<file path="src/rtl/flash_line_arbiter_pkg.sv">
// Shared definitions for the flash line arbiter.
//   state_t    : 2-bit FSM state encoding (IDLE, ISSUE, BUSY, RESP)
//   LINE_OFS_W : byte-offset width within one flash line; fr_addr clears these bits
package flash_line_arbiter_pkg;

  localparam int LINE_OFS_W = 4;

  typedef enum logic [1:0] {
    IDLE  = 2'd0,
    ISSUE = 2'd1,
    BUSY  = 2'd2,
    RESP  = 2'd3
  } state_t;

endpackage

</file>
<file path="src/rtl/flash_line_arbiter_if.sv">
// Arbiter <-> flash reader link.
//   fr_addr : line-aligned read address (arbiter -> reader)
//   fr_rd   : one-cycle read strobe      (arbiter -> reader)
//   fr_done : one-cycle completion pulse (reader -> arbiter)
//   fr_line : line data, valid with fr_done (reader -> arbiter)
interface flash_line_arbiter_if #(
  parameter int LINE_SIZE = 128,
  parameter int ADDR_W    = 24
) ();

  logic [ADDR_W-1:0]    fr_addr;
  logic                 fr_rd;
  logic                 fr_done;
  logic [LINE_SIZE-1:0] fr_line;

  modport master (output fr_addr, fr_rd, input  fr_done, fr_line);
  modport slave  (input  fr_addr, fr_rd, output fr_done, fr_line);

endinterface

</file>
<file path="src/rtl/flash_line_arbiter_rr_arb2.sv">
// Two-way round-robin selector.
//   req[1:0] : request levels
//   update   : commit 'served' as the last-served requester
//   served   : index of the requester just completed
//   win_vld  : some requester is asking
//   win_idx  : selected requester (the one not served last when both ask)
// The pointer resets to "last served = 1" so requester 0 wins the first tie.
module rr_arb2 (
  input  logic       HCLK,
  input  logic       HRESETn,
  input  logic [1:0] req,
  input  logic       update,
  input  logic       served,
  output logic       win_vld,
  output logic       win_idx
);

  logic last_q;

  always_ff @(posedge HCLK or negedge HRESETn) begin
    if (!HRESETn)    last_q <= 1'b1;
    else if (update) last_q <= served;
  end

  always_comb begin
    win_vld = |req;
    win_idx = 1'b0;
    if (&req)        win_idx = ~last_q;
    else if (req[1]) win_idx = 1'b1;
  end

endmodule

</file>
<file path="src/rtl/flash_line_arbiter.sv">
// Arbitrates two requesters onto a single flash line reader, one read at a time.
//   HCLK, HRESETn   : clock, async active-low reset
//   req0/req1       : level requests, held until the matching done pulse
//   addr0/addr1     : byte addresses, sampled at grant
//   gnt0/gnt1       : grant, high from ISSUE through RESP
//   done0/done1     : one-cycle pulse when 'line' holds that requester's data
//   line            : shared registered line buffer
//   busy            : FSM not in IDLE
//   fr              : flash reader link (fr_addr, fr_rd, fr_done, fr_line)
module flash_line_arbiter
  import flash_line_arbiter_pkg::*;
#(
  parameter int LINE_SIZE = 128,
  parameter int ADDR_W    = 24
) (
  input  logic                  HCLK,
  input  logic                  HRESETn,
  input  logic                  req0,
  input  logic                  req1,
  input  logic [ADDR_W-1:0]     addr0,
  input  logic [ADDR_W-1:0]     addr1,
  output logic                  gnt0,
  output logic                  gnt1,
  output logic                  done0,
  output logic                  done1,
  output logic [LINE_SIZE-1:0]  line,
  output logic                  busy,
  flash_line_arbiter_if.master  fr
);

  state_t                state_q, state_d;
  logic                  gnt_idx_q;
  logic [ADDR_W-1:0]     fr_addr_q;
  logic [LINE_SIZE-1:0]  line_q;
  logic                  win_vld, win_idx;
  logic                  accept, in_resp, rd_strobe;
  logic [ADDR_W-1:0]     sel_addr;

  rr_arb2 u_rr (
    .HCLK    (HCLK),
    .HRESETn (HRESETn),
    .req     ({req1, req0}),
    .update  (in_resp),
    .served  (gnt_idx_q),
    .win_vld (win_vld),
    .win_idx (win_idx)
  );

  assign sel_addr = win_idx ? addr1 : addr0;

  always_comb begin
    state_d   = state_q;
    accept    = 1'b0;
    in_resp   = 1'b0;
    rd_strobe = 1'b0;
    busy      = 1'b1;
    case (state_q)
      IDLE: begin
        busy = 1'b0;
        // Requests are only looked at here, so anything raised mid-transaction waits.
        if (win_vld) begin
          accept  = 1'b1;
          state_d = ISSUE;
        end
      end
      ISSUE: begin
        rd_strobe = 1'b1;
        state_d   = BUSY;
      end
      BUSY:  if (fr.fr_done) state_d = RESP;
      RESP: begin
        in_resp = 1'b1;
        state_d = IDLE;
      end
      default: state_d = IDLE;
    endcase
  end

  always_ff @(posedge HCLK or negedge HRESETn) begin
    if (!HRESETn) begin
      state_q   <= IDLE;
      gnt_idx_q <= 1'b0;
      fr_addr_q <= '0;
      line_q    <= '0;
    end else begin
      state_q <= state_d;
      if (accept) begin
        gnt_idx_q <= win_idx;
        fr_addr_q <= {sel_addr[ADDR_W-1:LINE_OFS_W], {LINE_OFS_W{1'b0}}};
      end
      // fr_done outside BUSY is ignored, so the buffer only moves here.
      if (state_q == BUSY && fr.fr_done) line_q <= fr.fr_line;
    end
  end

  // Grant spans ISSUE..RESP, i.e. exactly the non-IDLE states.
  assign gnt0       = busy & ~gnt_idx_q;
  assign gnt1       = busy &  gnt_idx_q;
  assign done0      = in_resp & ~gnt_idx_q;
  assign done1      = in_resp &  gnt_idx_q;
  assign line       = line_q;
  assign fr.fr_addr = fr_addr_q;
  assign fr.fr_rd   = rd_strobe;

endmodule

</file>
<file path="src/flat_wrapper.sv">
// flat-port wrapper written by rule: the top's interface ports become plain ports
module flash_line_arbiter_flat import flash_line_arbiter_pkg::*;
#(
  parameter int LINE_SIZE = 128,
  parameter int ADDR_W    = 24
)
  (HCLK, HRESETn, req0, req1, addr0, addr1, gnt0, gnt1, done0, done1, line, busy, fr_fr_addr, fr_fr_rd, fr_fr_done, fr_fr_line);
  flash_line_arbiter_if #(.LINE_SIZE(LINE_SIZE), .ADDR_W(ADDR_W)) fr_i ();
  input  logic HCLK;
  input  logic HRESETn;
  input  logic req0;
  input  logic req1;
  input  logic [ADDR_W-1:0] addr0;
  input  logic [ADDR_W-1:0] addr1;
  output logic gnt0;
  output logic gnt1;
  output logic done0;
  output logic done1;
  output logic [LINE_SIZE-1:0] line;
  output logic busy;
  output wire logic [$bits(fr_i.fr_addr)-1:0] fr_fr_addr;
  output wire logic [$bits(fr_i.fr_rd)-1:0] fr_fr_rd;
  input wire logic [$bits(fr_i.fr_done)-1:0] fr_fr_done;
  input wire logic [$bits(fr_i.fr_line)-1:0] fr_fr_line;
  assign fr_fr_addr = fr_i.fr_addr;
  assign fr_fr_rd = fr_i.fr_rd;
  assign fr_i.fr_done = fr_fr_done;
  assign fr_i.fr_line = fr_fr_line;
  flash_line_arbiter #(.LINE_SIZE(LINE_SIZE), .ADDR_W(ADDR_W)) u_core (.HCLK(HCLK), .HRESETn(HRESETn), .req0(req0), .req1(req1), .addr0(addr0), .addr1(addr1), .gnt0(gnt0), .gnt1(gnt1), .done0(done0), .done1(done1), .line(line), .busy(busy), .fr(fr_i));
endmodule
</file>
<file path="config.mk">
export PLATFORM = sky130hd
export DESIGN_NAME = flash_line_arbiter_flat
export DESIGN_NICKNAME = d
export VERILOG_FILES = /design/src/rtl/flash_line_arbiter_pkg.sv /design/src/rtl/flash_line_arbiter_if.sv /design/src/rtl/flash_line_arbiter_rr_arb2.sv /design/src/rtl/flash_line_arbiter.sv /design/src/flat_wrapper.sv
export SDC_FILE = /design/constraint.sdc
export NUM_CORES = 1
export LEC_CHECK = 0
export BUFFER_PORTS_ARGS = -buffer_cell sky130_fd_sc_hd__clkbuf_2
export CAP_MARGIN = 0
export CORE_MARGIN = 3
export CORE_UTILIZATION = 25
export DETAILED_ROUTE_END_ITERATION = 16
export PLACE_DENSITY = 0.52
export SYNTH_ARGS = -nofsm -noshare
export SYNTH_HDL_FRONTEND = slang
export SYNTH_SLANG_ARGS = --single-unit
</file>
<file path="constraint.sdc">
create_clock -name HCLK -period 1.9 [get_ports HCLK]
set_clock_uncertainty 0.1 [all_clocks]
set_input_delay 0.095 -clock HCLK [delete_from_list [all_inputs] [get_ports HCLK]]
set_output_delay 0.095 -clock HCLK [all_outputs]
set_load 0.02 [all_outputs]
</file>
-- After elaboration in Yosys (flattened, before gate mapping)
Index checks and enable logic that the tools add are counted.
- bits in registers: 152
- latch bits: 0
- RAM bits: 0
- memory bits (read-only): 0
- input port bits: 181
- output and inout bits: 158
- word-level logic and storage cells: 32
- memories: 0
- add/sub/neg operators: 0
- multiply operators: 0
- divide/modulo/power cells: 0
- $lt $le $gt $ge: 0
- equal/unequal tests: 5
- shift-type cells: 0
- mux-type cells: 11
- bitwise operators: 6
- reductions and logical operators: 5
- operators with widths (operator ; count):
    24-bit two-way mux ; 1
    2-bit one-hot mux with 4 select lines ; 1
    1-bit two-way mux ; 7
    1-bit AND ; 4
    2-bit equality test (second input constant) ; 2
    2-bit two-way mux ; 2
    2-bit inequality test (second input constant) ; 2
    2-bit AND reduction ; 2
    2-bit by 1-bit equality test with 1-bit output (second input constant) ; 1
    2-bit zero test ; 1
    1-bit NOT ; 2
    2-bit OR reduction ; 1
    1-bit logical AND ; 1

-- Depth between registers and ports, before layout
- depth in word-level cells: 3
- depth in mapped cells: 6
- mapped depth without buffers: 5

-- Cells and area by module
A second synthesis with hierarchy kept.
- cell total of the unflattened synthesis: 390
- area, all modules: 6588.8 um^2
- modules (own cells, without submodules) (module ; times used ; cells an instance ; area an instance (um^2) ; seq. area each (um^2)):
    flash_line_arbiter ; 1 ; 386 ; 6533.8 ; 3778.6
    rr_arb2 ; 1 ; 4 ; 55.1 ; 26.3

-- Worst setup path after synthesis
OpenSTA, ideal clock, no wires.
- kind: reg2reg
- start: register u_core.state_q[0]
- end: register u_core.line_q[0], in the netlist u_core.line[0]
- setup time: 0.125 ns
- arrival: 1.375 ns
- required time: 1.675 ns
- slack: 0.300 ns
- cell stages (with the launch flop): 7
- path buffers: 2
- clock period less this slack: 1.600 ns
- cells stage by stage: dfrtp_1 -> inv_1 -> ha_1 -> nand2_2 -> buf_12 -> buf_12 -> mux2_4
- cells in the longest elaborated chain, start to end: 2
- ends and longest elaborated chain (item ; RTL line ; text):
    from (decl) ; flash_line_arbiter.sv:31 ; state_t state_q, state_d;
    from (signal assigned) ; flash_line_arbiter.sv:86 ; state_q <= state_d;
    2-bit equality test ; flash_line_arbiter.sv:92 ; if (state_q == BUSY && fr.fr_done) line_q <= fr.fr_line;
    1-bit logical AND ; flash_line_arbiter.sv:92 ;
    to (signal assigned) ; flash_line_arbiter.sv:92 ;
    to (decl) ; flash_line_arbiter.sv:34 ; logic [LINE_SIZE-1:0] line_q;
No other way between the ends.
A chain may end at the register's enable or synchronous reset.

-- Worst setup path in the final report
- start: register u_core.state_q[0]
- end: register u_core.line_q[59], in the netlist u_core.line[59]
The elaborated chain is that of the path after synthesis.

==> flow_results.org <==
** Run status
- Outcome :: finished, final reports clean

** Yosys
- Of the synthesized area, sequential elements account for 0.5792.
- By area the synthesized netlist is led by sky130_fd_sc_hd__dfrtp_1 (58%), sky130_fd_sc_hd__mux2_4 (27%), sky130_fd_sc_hd__buf_12 (3.4%).
- Cell area after synthesis :: 6569 µm²
- Number of standard cells after synthesis :: 412
- Count of distinct cell types in the synthesized netlist :: 25
- The share of synthesized area in the top cell type comes to 0.5752.
- Number of warnings issued by yosys :: 0
- The synthesized design contains 0 enable-type register cells.
- Of all flip-flops after synthesis, the portion carrying an async set or reset was 1.000.
- Most common flop cell mapped by yosys :: sky130_fd_sc_hd__dfrtp_1
- Averaged over all synthesized cells, the footprint is 15.94 µm².
- Flop and latch count out of synthesis :: 152
- Library cell with the largest summed area after synthesis :: sky130_fd_sc_hd__dfrtp_1

** CTS
- After clock tree synthesis, the setup repair step added 0 buffers.
- TritonCTS built the clock tree.
- Count of clock tree sinks :: 152
- Counting along the longest clock path gives a buffer depth of 2.
- The tree is rooted in a sky130_fd_sc_hd__clkbuf_16.
- Clock latency on the worst-skew pair, taken at its later pin, is 0.41 ns.
- Clk pin slew, worst setup/hold paths :: 0.07 ns
- The number of clock buffers added by TritonCTS is 17.
- Clock H-tree levels :: 4

** Critical path
- At the worst endpoint, the required time is 2.09 ns.
- Among all stages on the critical path, the largest delay is contributed by sky130_fd_sc_hd__dfrtp_1.
- Worst-case register-to-register setup slack :: ~0.12 ns
- CP startpoint kind :: flop
- Data on the critical path arrives at its endpoint at 1.97 ns.
- The critical path starts at u_core.state_q[0]$_DFFE_PN0P_.
- Reg2reg path depth :: 5
- In this run the critical register-to-register path is captured at u_core.line[59]$_DFFE_PN0P_.
- Worst-path fanout max :: 26
- Endpoint of the worst setup timing path :: u_core.line[59]$_DFFE_PN0P_
- Startpoint of the most critical register-to-register path :: u_core.state_q[0]$_DFFE_PN0P_
- Endpoint type of the worst setup path :: flop
- Crit path kind :: reg -> reg
- Largest incremental delay on the critical path :: 0.37 ns
- The critical path goes through inv_1 > ha_1 > nand2_8 > buf_12 > mux2_4.

** Timing
- Final worst path period share :: 0.9363
- The smallest clock period supported by the final layout is computed as 1.779 ns.
- Setup TNS :: 0 ns
- The tightest hold path in the finished design has a slack of around 0.096 ns.
- Setup repair after global routing left no endpoint under its margin.
- Number of hold violations in the final report :: 0
- Setup violations remaining at the end of the flow were counted as 0.
- The count of pins over their slew limit came to 0.
- The worst path meets setup with 0.1210 ns of slack.
- At the pin with the least slew margin, the transition time is 0.6110 ns.
- Derived from the worst setup path, the maximum achievable clock frequency is about 560 MHz.
- In this run the tightest slew margin relative to its limit is 0.5903.

** Power
- Relative contribution of sequential cells to total power :: 0.328
- Pwr dens :: 1655 nW/µm²
- P_leak :: 5.689 nW
- Fraction of power consumed by combinational cells :: 0.481
- Of the total power, the clock network draws 0.191.
- Reported net switching power :: 0.006998 W
- IR analysis of the VDD net gives a maximum drop of 0.7290 mV.
- Internal Power :: 0.01100 W
- Switching share of power :: 0.3888

** Floorplan
- After floorplanning, the core was sized to cover 25470 µm².
- Number of top-level design ports :: 339
- The floorplan step set the die height to 168.1 µm.
- The initial utilization of the core area, before any placement, comes to 0.2579.
- Total Die Area :: about 28000 µm²
- After floorplanning, the core was divided into 58 placement rows.
- Measured along the x axis, the die boundary spans 168.1 µm.

** Global routing
- The total overflow left after global routing is 0.
- The number of antenna violations at the first check in global routing is 0.
- Number of global-route vias before repair :: 5807
- Wire length of the first global-routing pass :: 30.87 mm
- Tot GR Track Use :: 0.1353
- Maximum number of pins on one net before global-route repair :: 48

** Final layout
- Leaving out fill and tap cells, the most frequent cell in the layout is sky130_fd_sc_hd__clkbuf_2.
- Non-filler cells in the finished layout :: 1266
- Multi-input gate area :: 2460 µm²
- Number of fillers in the final layout :: 2334
- Antenna cell count :: 0
- Layout cell share with drive strength beyond 1 :: 0.5502
- Compared with the post-synthesis result, the final layout area differs by 65.54%.
- The top cell types in the final layout, fill and taps aside, are sky130_fd_sc_hd__clkbuf_2 (325), sky130_fd_sc_hd__dlygate4sd3_1 (169), sky130_fd_sc_hd__dfrtp_1 (151).
- Sequential cell area :: roughly 3800 µm²
- The final layout contains 1109 nets.

** Place
- At the end of routability-driven placement, the weighted congestion stood at 0.7457.
- DP Cell Count :: 1065
- The wire-length estimate of the detail-placed layout is between 10 and 15 mm.
- Port buffering added roughly 330 buffers.
- Prior to clock tree synthesis, the placed netlist has a worst setup slack of 0.05563 ns.

** Route
- DR DRC count :: 0
- Detailed-router iteration count before antenna repair :: 4
- Wires add up to 19.19 mm.
- Remaining antenna violation count :: 0
- After detailed routing, the average wire length per cell comes to roughly 15 µm.
- Via density :: 4.035
- Number of violations reported at the end of detailed-routing iteration 0 :: 160
- Total via count after detailed routing :: 5108

** Job
- Across the run, the number of max-cap violations was 0.

** Worst hold path
- Hold WC Path Type :: in -> async
## cells by family (layout without fill, tap and decap cells)
| logic type | after synthesis | count (layout) | synth area share |
|---|---|---|---|
| buffers and inverters | 30 | 551 | 0.05124 |
| DFF | 152 | 152 | 0.5792 |
| AOI/OAI and AO/OA | 47 | 47 | 0.03829 |
| and+or+nand+nor | 47 | 47 | 0.02972 |
| other | 1 | 4 | 0.0005709 |
| muxes | 130 | 130 | 0.2914 |
| adders and majority gates | 5 | 5 | 0.009524 |
## cell type report
| type | instances | area share |
|---|---|---|
| clock buffers | 18 | 0.04039 |
| multi-input cells | 233 | 0.2262 |
| repair buffers | 515 | 0.3292 |
| flip-flops and latches | 152 | 0.3499 |
| inverters | 4 | 0.001381 |
| clock inverters | 14 | 0.01496 |
| well taps | 330 | 0.03797 |
## synth_stat cells (2+ instances only)
master                     number
sky130_fd_sc_hd__dfrtp_1      151
sky130_fd_sc_hd__mux2_4       120
sky130_fd_sc_hd__a21oi_1       41
sky130_fd_sc_hd__nand2_1       21
sky130_fd_sc_hd__nor2_1        21
sky130_fd_sc_hd__buf_12        11
sky130_fd_sc_hd__mux2_2        10
sky130_fd_sc_hd__buf_2          6
sky130_fd_sc_hd__ha_1           5
sky130_fd_sc_hd__buf_4          4
sky130_fd_sc_hd__inv_1          4
sky130_fd_sc_hd__buf_6          3
sky130_fd_sc_hd__clkbuf_1       2
sky130_fd_sc_hd__nor2b_1        2
## power by group through the flow
stage                     clock network [W]  logic [W]  registers, W
final                               0.00343    0.00867       0.00590
after global routing                0.00370    0.00921       0.00614
after CTS                           0.00355    0.00874       0.00587
after detailed placement                  0    0.00845       0.00588
after global placement                    0    0.00839       0.00586
after floorplan                           0    0.00385       0.00782
## how the worst min path moves through the flow
stage | end | cells past startpoint | slack, ns | start
floorplan | u_core.fr.fr_addr[10]$_DFFE_PN0P_ | 0 | -0.30 | HRESETn
global placement | u_core.line[21]$_DFFE_PN0P_ | 1 | -0.02 | HRESETn
detailed placement | u_core.line[21]$_DFFE_PN0P_ | 1 | -0.01 | HRESETn
CTS | u_core.state_q[0]$_DFFE_PN0P_ | 4 | 0.07 | fr_fr_done
global route | u_core.state_q[0]$_DFFE_PN0P_ | 4 | 0.11 | fr_fr_done
finish | u_core.line[21]$_DFFE_PN0P_ | 2 | 0.1 | HRESETn
## critical path: cells and delay by family (launching register included)
kind / cells / cell delay (ns)
muxes: 1 / 0.31
and+or+nand+nor: 1 / 0.20
buffers and inverters: 2 / 0.35
adders and majority gates: 1 / 0.31
DFF: 1 / 0.37
## registers in the layout, summed over array words and instances (netlist names)
| register | count |
|---|---|
| u_core.line | 128 |
| u_core.fr.fr_addr | 20 |
| u_core.state_q | 2 |
| u_core.gnt_idx_q | 1 |
| u_core.u_rr.last_q | 1 |
## stage by stage
stage | power (W) | utilization | area (µm²)
floorplan | 0.01168 | - | 6580
finish | 0.01800 | 0.4269 | 10870
CTS | 0.01816 | 0.4266 | 10870
detailed placement | 0.01433 | 0.3366 | 8573
global placement | 0.01425 | 0.3366 | 8573
global route | 0.01904 | 0.4269 | 10870
## metal layers
metal  vias to the layer above  share of wire  global-route usage
li1                       2441              -                   -
met1                      2436           0.40              0.1589
met2                       210           0.52              0.2426
met3                        21          0.066             0.03663
met4                         0          0.017             0.03842
met5                         -              0                   0
## timing repair
item | CTS | global route
hold endpoints to repair | 299 | 0
hold buffers | 169 | 0
setup endpoints to repair | 0 | 12
resized for setup | 0 | 2
(Power assumes the default switching activity.)
